### config.mk
export PLATFORM = sky130hd
export DESIGN_NAME = ysyx_23060201_gpr_rsp_flat
export DESIGN_NICKNAME = d
export VERILOG_FILES = /design/src/rtl/ysyx_23060201_gpr_rsp_if.sv /design/src/rtl/ysyx_23060201_gpr_rsp.sv /design/src/flat_wrapper.sv
export SDC_FILE = /design/constraint.sdc
export NUM_CORES = 2
export LEC_CHECK = 0
export BUFFER_PORTS_ARGS = -buffer_cell sky130_fd_sc_hd__buf_2
export CAP_MARGIN = 20
export CORE_MARGIN = 3
export CORE_UTILIZATION = 55
export CTS_CLUSTER_DIAMETER = 120
export CTS_CLUSTER_SIZE = 40
export DETAILED_ROUTE_END_ITERATION = 6
export GPL_TIMING_DRIVEN = 0
export PLACE_DENSITY_LB_ADDON = 0.25
export SYNTH_ARGS = -nofsm -noshare
export SYNTH_HDL_FRONTEND = slang
export SYNTH_SLANG_ARGS = --single-unit
### constraint.sdc
create_clock -name clk -period 2.55 [get_ports clk]
set_clock_uncertainty 0.05 [all_clocks]
set_input_delay 0.1275 -clock clk [delete_from_list [all_inputs] [get_ports clk]]
set_output_delay 0.1275 -clock clk [all_outputs]
set_load 0.05 [all_outputs]
### src/rtl/ysyx_23060201_gpr_rsp_if.sv
// Operand-read request, response slot and writeback port bundle for the GPR responder.
// The master modport is the decode/writeback side; the slave modport is the register file.
interface ysyx_23060201_gpr_rsp_if #(
    parameter int DATA_W = 32
);
    logic              req_valid;
    logic              req_ready;
    logic [1:0]        gpr_ren;
    logic [4:0]        raddr1;
    logic [4:0]        raddr2;
    logic              rsv_valid;
    logic [4:0]        rsv_rd;
    logic              rsp_valid;
    logic              rsp_ready;
    logic [DATA_W-1:0] rdata1;
    logic [DATA_W-1:0] rdata2;
    logic              wb_valid;
    logic [4:0]        wb_rd;
    logic [DATA_W-1:0] wb_data;
    logic [DATA_W-1:0] a0;

    modport master (
        output req_valid, gpr_ren, raddr1, raddr2, rsv_valid, rsv_rd,
        output rsp_ready, wb_valid, wb_rd, wb_data,
        input  req_ready, rsp_valid, rdata1, rdata2, a0
    );

    modport slave (
        input  req_valid, gpr_ren, raddr1, raddr2, rsv_valid, rsv_rd,
        input  rsp_ready, wb_valid, wb_rd, wb_data,
        output req_ready, rsp_valid, rdata1, rdata2, a0
    );
endinterface

### src/rtl/ysyx_23060201_gpr_rsp.sv
// RV32 register file answering operand-read requests through a one-entry response slot,
// with a per-register busy scoreboard that stalls RAW/WAW hazards and bypasses writeback data.
module ysyx_23060201_gpr_rsp #(
    parameter int NR_REGS = 32,
    parameter int DATA_W  = 32
) (
    input  logic                     clk,
    input  logic                     rst_n,
    ysyx_23060201_gpr_rsp_if.slave   bus
);
    localparam int        AW        = $clog2(NR_REGS);
    localparam logic [5:0] REG_LIMIT = 6'(NR_REGS);

    typedef enum logic {
        EMPTY = 1'b0,
        FULL  = 1'b1
    } slot_e;

    slot_e state;
    slot_e state_nxt;

    logic [DATA_W-1:0]  rf [NR_REGS];
    logic [NR_REGS-1:0] busy;
    logic [DATA_W-1:0]  rdata1;
    logic [DATA_W-1:0]  rdata2;

    logic [AW-1:0]      idx1;
    logic [AW-1:0]      idx2;
    logic [AW-1:0]      idx_d;
    logic [AW-1:0]      idx_wb;
    logic               ok1;
    logic               ok2;
    logic               ok_d;
    logic               ok_wb;
    logic               byp1;
    logic               byp2;
    logic               byp_d;
    logic               hz_s1;
    logic               hz_s2;
    logic               hz_d;
    logic               req_ready;
    logic               fire;
    logic               wb_write;
    logic               rsv_set;
    logic [DATA_W-1:0]  op1;
    logic [DATA_W-1:0]  op2;

    // x0 and indices beyond the implemented register count behave as non-existent registers
    function automatic logic real_reg(input logic [4:0] idx);
        return (idx != 5'd0) && ({1'b0, idx} < REG_LIMIT);
    endfunction

    assign idx1   = bus.raddr1[AW-1:0];
    assign idx2   = bus.raddr2[AW-1:0];
    assign idx_d  = bus.rsv_rd[AW-1:0];
    assign idx_wb = bus.wb_rd[AW-1:0];

    assign ok1    = real_reg(bus.raddr1);
    assign ok2    = real_reg(bus.raddr2);
    assign ok_d   = real_reg(bus.rsv_rd);
    assign ok_wb  = real_reg(bus.wb_rd);

    assign byp1   = bus.wb_valid && (bus.wb_rd == bus.raddr1);
    assign byp2   = bus.wb_valid && (bus.wb_rd == bus.raddr2);
    assign byp_d  = bus.wb_valid && (bus.wb_rd == bus.rsv_rd);

    // A writeback landing this cycle releases the hazard immediately, so no bubble follows it
    assign hz_s1  = bus.gpr_ren[0] && ok1 && busy[idx1] && !byp1;
    assign hz_s2  = bus.gpr_ren[1] && ok2 && busy[idx2] && !byp2;
    assign hz_d   = bus.rsv_valid && ok_d && busy[idx_d] && !byp_d;

    assign req_ready = ((state == EMPTY) || bus.rsp_ready) && !hz_s1 && !hz_s2 && !hz_d;
    assign fire      = bus.req_valid && req_ready;
    assign wb_write  = bus.wb_valid && ok_wb;
    assign rsv_set   = fire && bus.rsv_valid && ok_d;

    always_comb begin
        op1 = '0;
        op2 = '0;
        if (bus.gpr_ren[0] && ok1) begin
            op1 = byp1 ? bus.wb_data : rf[idx1];
        end
        if (bus.gpr_ren[1] && ok2) begin
            op2 = byp2 ? bus.wb_data : rf[idx2];
        end
    end

    // Register array and scoreboard; the reservation is applied after the clear so set wins
    always_ff @(posedge clk or negedge rst_n) begin
        if (!rst_n) begin
            for (int i = 0; i < NR_REGS; i++) begin
                rf[i] <= '0;
            end
            busy <= '0;
        end else begin
            if (wb_write) begin
                rf[idx_wb]   <= bus.wb_data;
                busy[idx_wb] <= 1'b0;
            end
            if (rsv_set) begin
                busy[idx_d] <= 1'b1;
            end
        end
    end

    always_ff @(posedge clk or negedge rst_n) begin
        if (!rst_n) begin
            state <= EMPTY;
        end else begin
            state <= state_nxt;
        end
    end

    always_comb begin
        state_nxt = state;
        case (state)
            EMPTY: begin
                if (fire) begin
                    state_nxt = FULL;
                end
            end
            FULL: begin
                if (fire) begin
                    state_nxt = FULL;
                end else if (bus.rsp_ready) begin
                    state_nxt = EMPTY;
                end
            end
            default: state_nxt = EMPTY;
        endcase
    end

    // Operands only move on fire, which keeps them frozen while the consumer back-pressures
    always_ff @(posedge clk or negedge rst_n) begin
        if (!rst_n) begin
            rdata1 <= '0;
            rdata2 <= '0;
        end else if (fire) begin
            rdata1 <= op1;
            rdata2 <= op2;
        end
    end

    assign bus.req_ready = req_ready;
    assign bus.rsp_valid = (state == FULL);
    assign bus.rdata1    = rdata1;
    assign bus.rdata2    = rdata2;
    assign bus.a0        = rf[10];

endmodule

### src/flat_wrapper.sv
// flat-port wrapper written by rule: the top's interface ports become plain ports
module ysyx_23060201_gpr_rsp_flat 
#(
    parameter int NR_REGS = 32,
    parameter int DATA_W  = 32
)
  (clk, rst_n, bus_req_valid, bus_gpr_ren, bus_raddr1, bus_raddr2, bus_rsv_valid, bus_rsv_rd, bus_rsp_ready, bus_wb_valid, bus_wb_rd, bus_wb_data, bus_req_ready, bus_rsp_valid, bus_rdata1, bus_rdata2, bus_a0);
  ysyx_23060201_gpr_rsp_if #(.DATA_W(DATA_W)) bus_i ();
  input  logic clk;
  input  logic rst_n;
  input wire logic [$bits(bus_i.req_valid)-1:0] bus_req_valid;
  input wire logic [$bits(bus_i.gpr_ren)-1:0] bus_gpr_ren;
  input wire logic [$bits(bus_i.raddr1)-1:0] bus_raddr1;
  input wire logic [$bits(bus_i.raddr2)-1:0] bus_raddr2;
  input wire logic [$bits(bus_i.rsv_valid)-1:0] bus_rsv_valid;
  input wire logic [$bits(bus_i.rsv_rd)-1:0] bus_rsv_rd;
  input wire logic [$bits(bus_i.rsp_ready)-1:0] bus_rsp_ready;
  input wire logic [$bits(bus_i.wb_valid)-1:0] bus_wb_valid;
  input wire logic [$bits(bus_i.wb_rd)-1:0] bus_wb_rd;
  input wire logic [$bits(bus_i.wb_data)-1:0] bus_wb_data;
  output wire logic [$bits(bus_i.req_ready)-1:0] bus_req_ready;
  output wire logic [$bits(bus_i.rsp_valid)-1:0] bus_rsp_valid;
  output wire logic [$bits(bus_i.rdata1)-1:0] bus_rdata1;
  output wire logic [$bits(bus_i.rdata2)-1:0] bus_rdata2;
  output wire logic [$bits(bus_i.a0)-1:0] bus_a0;
  assign bus_i.req_valid = bus_req_valid;
  assign bus_i.gpr_ren = bus_gpr_ren;
  assign bus_i.raddr1 = bus_raddr1;
  assign bus_i.raddr2 = bus_raddr2;
  assign bus_i.rsv_valid = bus_rsv_valid;
  assign bus_i.rsv_rd = bus_rsv_rd;
  assign bus_i.rsp_ready = bus_rsp_ready;
  assign bus_i.wb_valid = bus_wb_valid;
  assign bus_i.wb_rd = bus_wb_rd;
  assign bus_i.wb_data = bus_wb_data;
  assign bus_req_ready = bus_i.req_ready;
  assign bus_rsp_valid = bus_i.rsp_valid;
  assign bus_rdata1 = bus_i.rdata1;
  assign bus_rdata2 = bus_i.rdata2;
  assign bus_a0 = bus_i.a0;
  ysyx_23060201_gpr_rsp #(.NR_REGS(NR_REGS), .DATA_W(DATA_W)) u_core (.clk(clk), .rst_n(rst_n), .bus(bus_i));
endmodule
---- Word level (Yosys, flattened, before mapping) ----
Cells that the tools add are included.
cells by class
  eq/ne operators ......................... 3
  $lt $le $gt $ge ......................... 10
  reductions and logical operators ........ 33
  bitwise logic cells ..................... 7
  multiplexer cells ....................... 29
operators by type and width
  operator                                              number
  bitwise mux 1024 bit                                  1
  two-way mux 32 bit                                    11
  binary-select mux 32 bit (select 5 bit)               2
  demux 32 bit (select 5 bit)                           1
  AND 32 bit                                            1
  inverter 32 bit                                       1
  bitwise OR 32 bit                                     1
  < comparator 5 x 6 -> 1 bit (second input constant)   4
  logical AND 1 bit                                     22
  nonzero test 5 bit                                    4
  >= comparator 6 bit (second input constant)           3
  inverter 5 -> 6 bit                                   3
  binary-select mux 1 bit (select 5 bit)                3
  == test 5 bit                                         3
  demux 1 bit (select 5 bit)                            2
  >= comparator 5 x 1 -> 1 bit (second input constant)  2
  two-way mux 1 bit                                     8
  zero test 1 bit                                       6
  < comparator 6 x 1 -> 1 bit (second input constant)   1
  one-hot mux 1 bit (2 select lines)                    1
  logical OR 1 bit                                      1
  inverter 1 bit                                        1
storage, ports and cells
  input bits .............................. 60
  output and inout port bits .............. 98
  register bits after elaboration ......... 1121
  logic and storage cells ................. 118

---- Logic depth before layout (Yosys ltp) ----
  depth in word-level cells ............... 12
  depth in mapped cells ................... 12
  depth with buffers taken out ............ 7

---- Worst setup path before layout ----
Ideal clock, no wire load.
  path type ............................... reg2out
  from .................................... reg u_core.busy[23]
  to ...................................... out bus_req_ready
  cell stages (with the launch flop) ...... 8
  data arrival time ....................... 2588 ps
  slack ................................... -216 ps
  required time ........................... 2372 ps
  buffers on the path ..................... 0
  cells stage by stage .................... dfrtp_1 -> mux4_2 -> mux2_2 -> nor3b_1 -> a31oi_1 -> nand4_1 -> nand2_1 -> nor3_1
between the ends
  cells in the longest elaborated chain, start to end .. 8
  elaborated cells between the ends (all ways) .. 18
  classes of those cells .................. mux: 6; reduce/logical: 12
RTL lines
  item                                     RTL line                      source
  start, declared                          ysyx_23060201_gpr_rsp.sv:23   logic [NR_REGS-1:0] busy;
  start signal, assigned                   ysyx_23060201_gpr_rsp.sv:94   busy <= '0;
  start signal, assigned by index          ysyx_23060201_gpr_rsp.sv:98   busy[idx_wb] <= 1'b0;
  start signal, assigned by index          ysyx_23060201_gpr_rsp.sv:101  busy[idx_d] <= 1'b1;
  binary-select mux 1 bit (select 5 bit)   ysyx_23060201_gpr_rsp.sv:68   assign hz_s1 = bus.gpr_ren[0] && ok1 && busy[idx1] && !byp1;
  two-way mux 1 bit (implied by the code)  ysyx_23060201_gpr_rsp.sv:68
  logical AND 1 bit (2 in a row)           ysyx_23060201_gpr_rsp.sv:68
  zero test 1 bit                          ysyx_23060201_gpr_rsp.sv:72   assign req_ready = ((state == EMPTY) || bus.rsp_ready) && !hz_s1 && !hz_s2 && !hz_d;
  logical AND 1 bit (2 in a row)           ysyx_23060201_gpr_rsp.sv:72
  logical AND 1 bit *                      ysyx_23060201_gpr_rsp.sv:72
  end, declared                            flat_wrapper.sv:21            output wire logic [$bits(bus_i.req_ready)-1:0] bus_req_ready;
Mark *: on every way between the ends. The rest lies on a longest branch, timed or not. The select of a mux whose other input is x is not followed.

---- Worst setup path after layout ----
  from .................................... in bus_raddr2[3]
  to ...................................... reg u_core.rdata2[31], in the netlist u_core.bus.rdata2[31]
between the ends
  cells in the longest elaborated chain, start to end .. 8
  elaborated cells between the ends (all ways) .. 19
  classes of those cells .................. eq/ne: 1; mux: 7; bitwise: 1; reduce/logical: 10
RTL lines
  item                                                             RTL line                      source
  start, declared                                                  flat_wrapper.sv:14            input wire logic [$bits(bus_i.raddr2)-1:0] bus_raddr2;
  binary-select mux 1 bit (select 5 bit) (tied with other cells)   ysyx_23060201_gpr_rsp.sv:69   assign hz_s2 = bus.gpr_ren[1] && ok2 && busy[idx2] && !byp2;
  two-way mux 1 bit (implied by the code) (tied with other cells)  ysyx_23060201_gpr_rsp.sv:69
  logical AND 1 bit / zero test 1 bit (equally long branches)      ysyx_23060201_gpr_rsp.sv:69
  logical AND 1 bit                                                ysyx_23060201_gpr_rsp.sv:69
  zero test 1 bit                                                  ysyx_23060201_gpr_rsp.sv:72
  logical AND 1 bit (2 in a row)                                   ysyx_23060201_gpr_rsp.sv:72
  logical AND 1 bit                                                ysyx_23060201_gpr_rsp.sv:73   assign fire = bus.req_valid && req_ready;
  end signal, assigned                                             ysyx_23060201_gpr_rsp.sv:140  rdata2 <= op2;
  end, declared                                                    ysyx_23060201_gpr_rsp.sv:25   logic [DATA_W-1:0] rdata2;
Parallel ways exist; a longest one is shown, timed or not. The select of a mux whose other input is x is not followed.
A chain may end at the register's enable or synchronous reset.

==> Implementation_results.wiki <==
{| class="wikitable"
! Metric !! Value
|-
| Most frequently used flop master after synthesis || dfrtp_1
|-
| Number of global-route vias before repair || 39.9k
|-
| Endpoints failing hold || 261
|-
| Worst setup SP type || input port
|-
| Worst reg2reg endpoint || u_core.bus.rdata2[7]
|-
| Slowest cell on crit path || clkbuf_1
|-
| Half-perimeter wire length after placement || ~140 mm
|-
| Highest-count cells in the layout ignoring fill and taps || dfrtp_1 (1120), mux2_2 (1039), mux4_2 (659)
|-
| Count of flip-flops with a built-in enable after synthesis || 0
|-
| Wirelength per Cell || about 37 um
|-
| Power density of the placed cells || 689 nW/um2
|-
| Result of the run || complete, but fails checks
|-
| Synthesized instance count || 3726
|-
| Initial antenna violation count || 7
|-
| Yosys warns || 0
|-
| Leakage power summed over all cells || 28.4 nW
|-
| Sum of overflow across all layers after global routing || 0
|-
| MaxCap Viol Count || 0
|-
| Final Critical Period || between 3000 and 4000 ps
|-
| Number of hold buffers added after CTS || 38
|-
| Fraction of final layout cells sized beyond drive strength 1 || 0.558
|-
| Worst hold margin || -705 ps
|-
| I/O pin total || 158
|-
| DRC violation total after the first TritonRoute iteration || 5489
|-
| Total global-route track usage || 0.367
|-
| Termination of the worst setup path || u_core.bus.rdata2[31]
|-
| DIE WIDTH || 334 um
|-
| Unrepaired setup endpoints after global routing || yes
|-
| Global-route wire length before repair || 289 mm
|-
| Tightest slew margin relative to the limit || 0.133
|-
| TritonCTS Buffers || 34
|-
| CP dominant cell by count || clkbuf_1
|-
| ANT nets after route || 0
|-
| Violations in the final reports || DRC, hold timing, setup timing
|-
| Final slew viol count || 0
|-
| Count of unresolved DRC violations after routing || 24
|-
| Sequential fraction of the synthesis area || 0.473
|-
| Number of synthesized register bits || ~1.1k
|-
| Critical path data arrival time || 3580 ps
|-
| First drt pass iteration count || 7
|-
| Post-route worst setup slack || -486 ps
|-
| Die Y-Extent || approximately 330 um
|-
| Area of the core || 106000 um2
|-
| Avg Cell Area, Syn || 15.9 um2
|-
| CTS H-Tree Depth || 2
|-
| Highest cell delay on the worst timing path || 850 ps
|-
| Root buffer cell || clkbuf_16
|-
| Series of cell instances along the critical path || clkbuf_1 -> clkbuf_1 -> clkbuf_1 -> mux4_2 -> a221o_1 -> mux2_2
|-
| Post-synthesis cell type with the largest combined area || dfrtp_1
|-
| Async set-or-reset flop fraction in the synthesized netlist || 1.00
|-
| Hold Path Class || input port to asynchronous set/reset pin
|-
| Worst R2R Setup Slack || -360 ps
|-
| Worst Tran Pin Value || ~1300 ps
|-
| Setup violators final || 198
|-
| Fin nets || 4131
|-
| Worst-case reg-to-reg path depth || 11
|-
| Starting Density || 0.558
|-
| Buffer and inverter count on the worst path || 3
|-
| Maximum fanout encountered on the critical timing path || 10
|-
| Netlist area before placement || roughly 60000 um2
|-
| Total design power || 45.3 mW
|-
| Routed wire length || 205 mm
|-
| Placer congestion estimate || approximately 0.94
|-
| Type of element capturing the critical path || flip-flop
|-
| Via density per instance || 7.25
|-
| WP data required || 3090 ps
|-
| Proportion of netlist area held by the largest area contributor || 0.473
|-
| Number of different library cells in the post-synthesis netlist || 45
|-
| TritonCTS clock tree || done
|-
| Net count of the mapped netlist || 3786
|-
| Commonest non-fill, non-tap cell in the layout || dfrtp_1
|-
| Kind of critical path || input port to flip-flop
|-
| Die outline area || 112000 um2
|-
| Maximum vdd drop || 0.649 mV
|-
| Origin of the critical flop-to-flop path || u_core.busy[19]
|-
| Port Buffers || 149
|-
| Largest net degree at the start of global routing || ~170
|-
| Critical path depth in cells || 6
|-
| Register clock-pin slew on the reported worst setup and hold paths || 150 ps
|-
| Critical Path Source || bus_raddr2[3]
|-
| Clock Path Buffers || 3
|-
| Worst-skew pair later-pin latency || 690 ps
|-
| Row Count || between 100 and 150
|-
| Timing-limited maximum frequency || 0.329 GHz
|-
| Kind of cell with the highest combined delay on the critical path || buffers and inverters
|-
| Core occupancy in the finished layout || 0.620
|-
| Synthesis-to-layout area growth || 11.1%
|-
| # clock sinks || 1121
|-
| Period utilization || 1.19
|-
| Via count of the routed design || 39.7k
|-
| Dominant cells by area after synthesis || dfrtp_1 (47%), mux4_2 (25%), mux2_2 (20%)
|}
final cells by class:
class	instances	area, um2
fillers	7859	40300
clock buffers	37	883
diodes	14	35.0
repair buffers	313	3180
flip-flops and latches	1121	28100
multi-input cells	2083	29400
plain buffers	449	2220
clock inverters	6	104
well taps	1391	1740
inverters	69	259
cells in the mapped netlist (all sizes together) (2+ instances only):
cell / count
nor3b: 6
nor4: 4
a22oi: 2
nor3: 8
mux2: 1062
and3b: 2
a221o: 32
o21ai: 37
nor2b: 35
and2: 2
nand3b: 4
mux4: 659
xnor2: 7
o22ai: 7
inv: 69
and3: 2
nand2: 103
mux2i: 10
o221ai: 32
xor2: 8
buf: 159
nand4: 3
nand3: 4
nor2: 23
clkbuf: 294
a21oi: 3
dfrtp: 1121
nand2b: 11
or2: 2
a31oi: 2
o31ai: 4
worst register-to-register path, cell delays in order (launching register included):
cell and delay (ps):
dfrtp_1 440, buf_6 130, mux4_2 510, o32ai_2 250, a211oi_2 60, nand2_1 160, and4b_1 270, nand3_4 150
buf_12 190, buf_12 150, buf_12 160, mux2_4 300
worst min path at each step:
stage,endpoint,cells past startpoint,slack [ps],start
after global routing,u_core.bus.rdata2[24],1,-620,rst_n
after global placement,u_core.rf[95],2,390,bus_wb_data[31]
final,u_core.bus.rdata2[24],1,-700,rst_n
after CTS,u_core.bus.rdata2[24],1,-610,rst_n
after floorplan,u_core.bus.a0[0],0,-220,rst_n
after detailed placement,u_core.bus.rdata2[24],1,130,rst_n
stage by stage:
step	cell area, um2	hold slack, ps	setup TNS (ps)	instances	setup WS [ps]
after floorplan	59300	-218	0	3726	0.851
after global placement	61800	390	-	5266	-23530
after detailed placement	63300	128	-605160	5354	-1930
after CTS	65500	-609	-18750	5462	-357
after global routing	65800	-616	-24530	5479	-480
final	65800	-705	-28640	5483	-486
cell families (layout without fill, tap and decap cells):
group                  after synthesis  after routing  synth area share
other                                0             14                 0
XOR/XNOR                            15             15           0.00222
buffers and inverters              522            874            0.0371
multiplexers                      1731           1731             0.454
AND/OR/NAND/NOR                    211            211            0.0172
AO/OA/AOI/OAI                      126            126            0.0162
flip-flops                        1121           1121             0.473
layer usage:
| metal | track usage | vias up | routed length, um |
|---|---|---|---|
| met5 | 0.0264 | - | 222 |
| met4 | 0.185 | 8 | 12600 |
| met3 | 0.143 | 668 | 27900 |
| met2 | 0.531 | 2856 | 89400 |
| met1 | 0.485 | 21200 | 74400 |
| li1 | - | 15000 | - |
report_power, final:
group	total (mW)	internal, mW	switching, mW
combinational	13.3	7.30	5.97
sequential	23.7	21.1	2.51
clock	8.41	2.77	5.64
total	45.3	31.2	14.1
repair_timing:
action | CTS | global route
setup endpoints to repair | 320 | 314
gates resized for setup | 184 | 83
pin swaps | 24 | 6
buffers inserted | 20 | 10
cloned | 7 | 1
hold endpoints to repair | 241 | 126
flip-flops by register name, summed over array words and instances, names as in the netlist:
name,flops
u_core.bus.rsp_valid,1
u_core.rf,992
u_core.bus.a0,32
u_core.bus.rdata1,32
u_core.busy,32
u_core.bus.rdata2,32
Note: power is estimated with default switching activity, not from simulation.
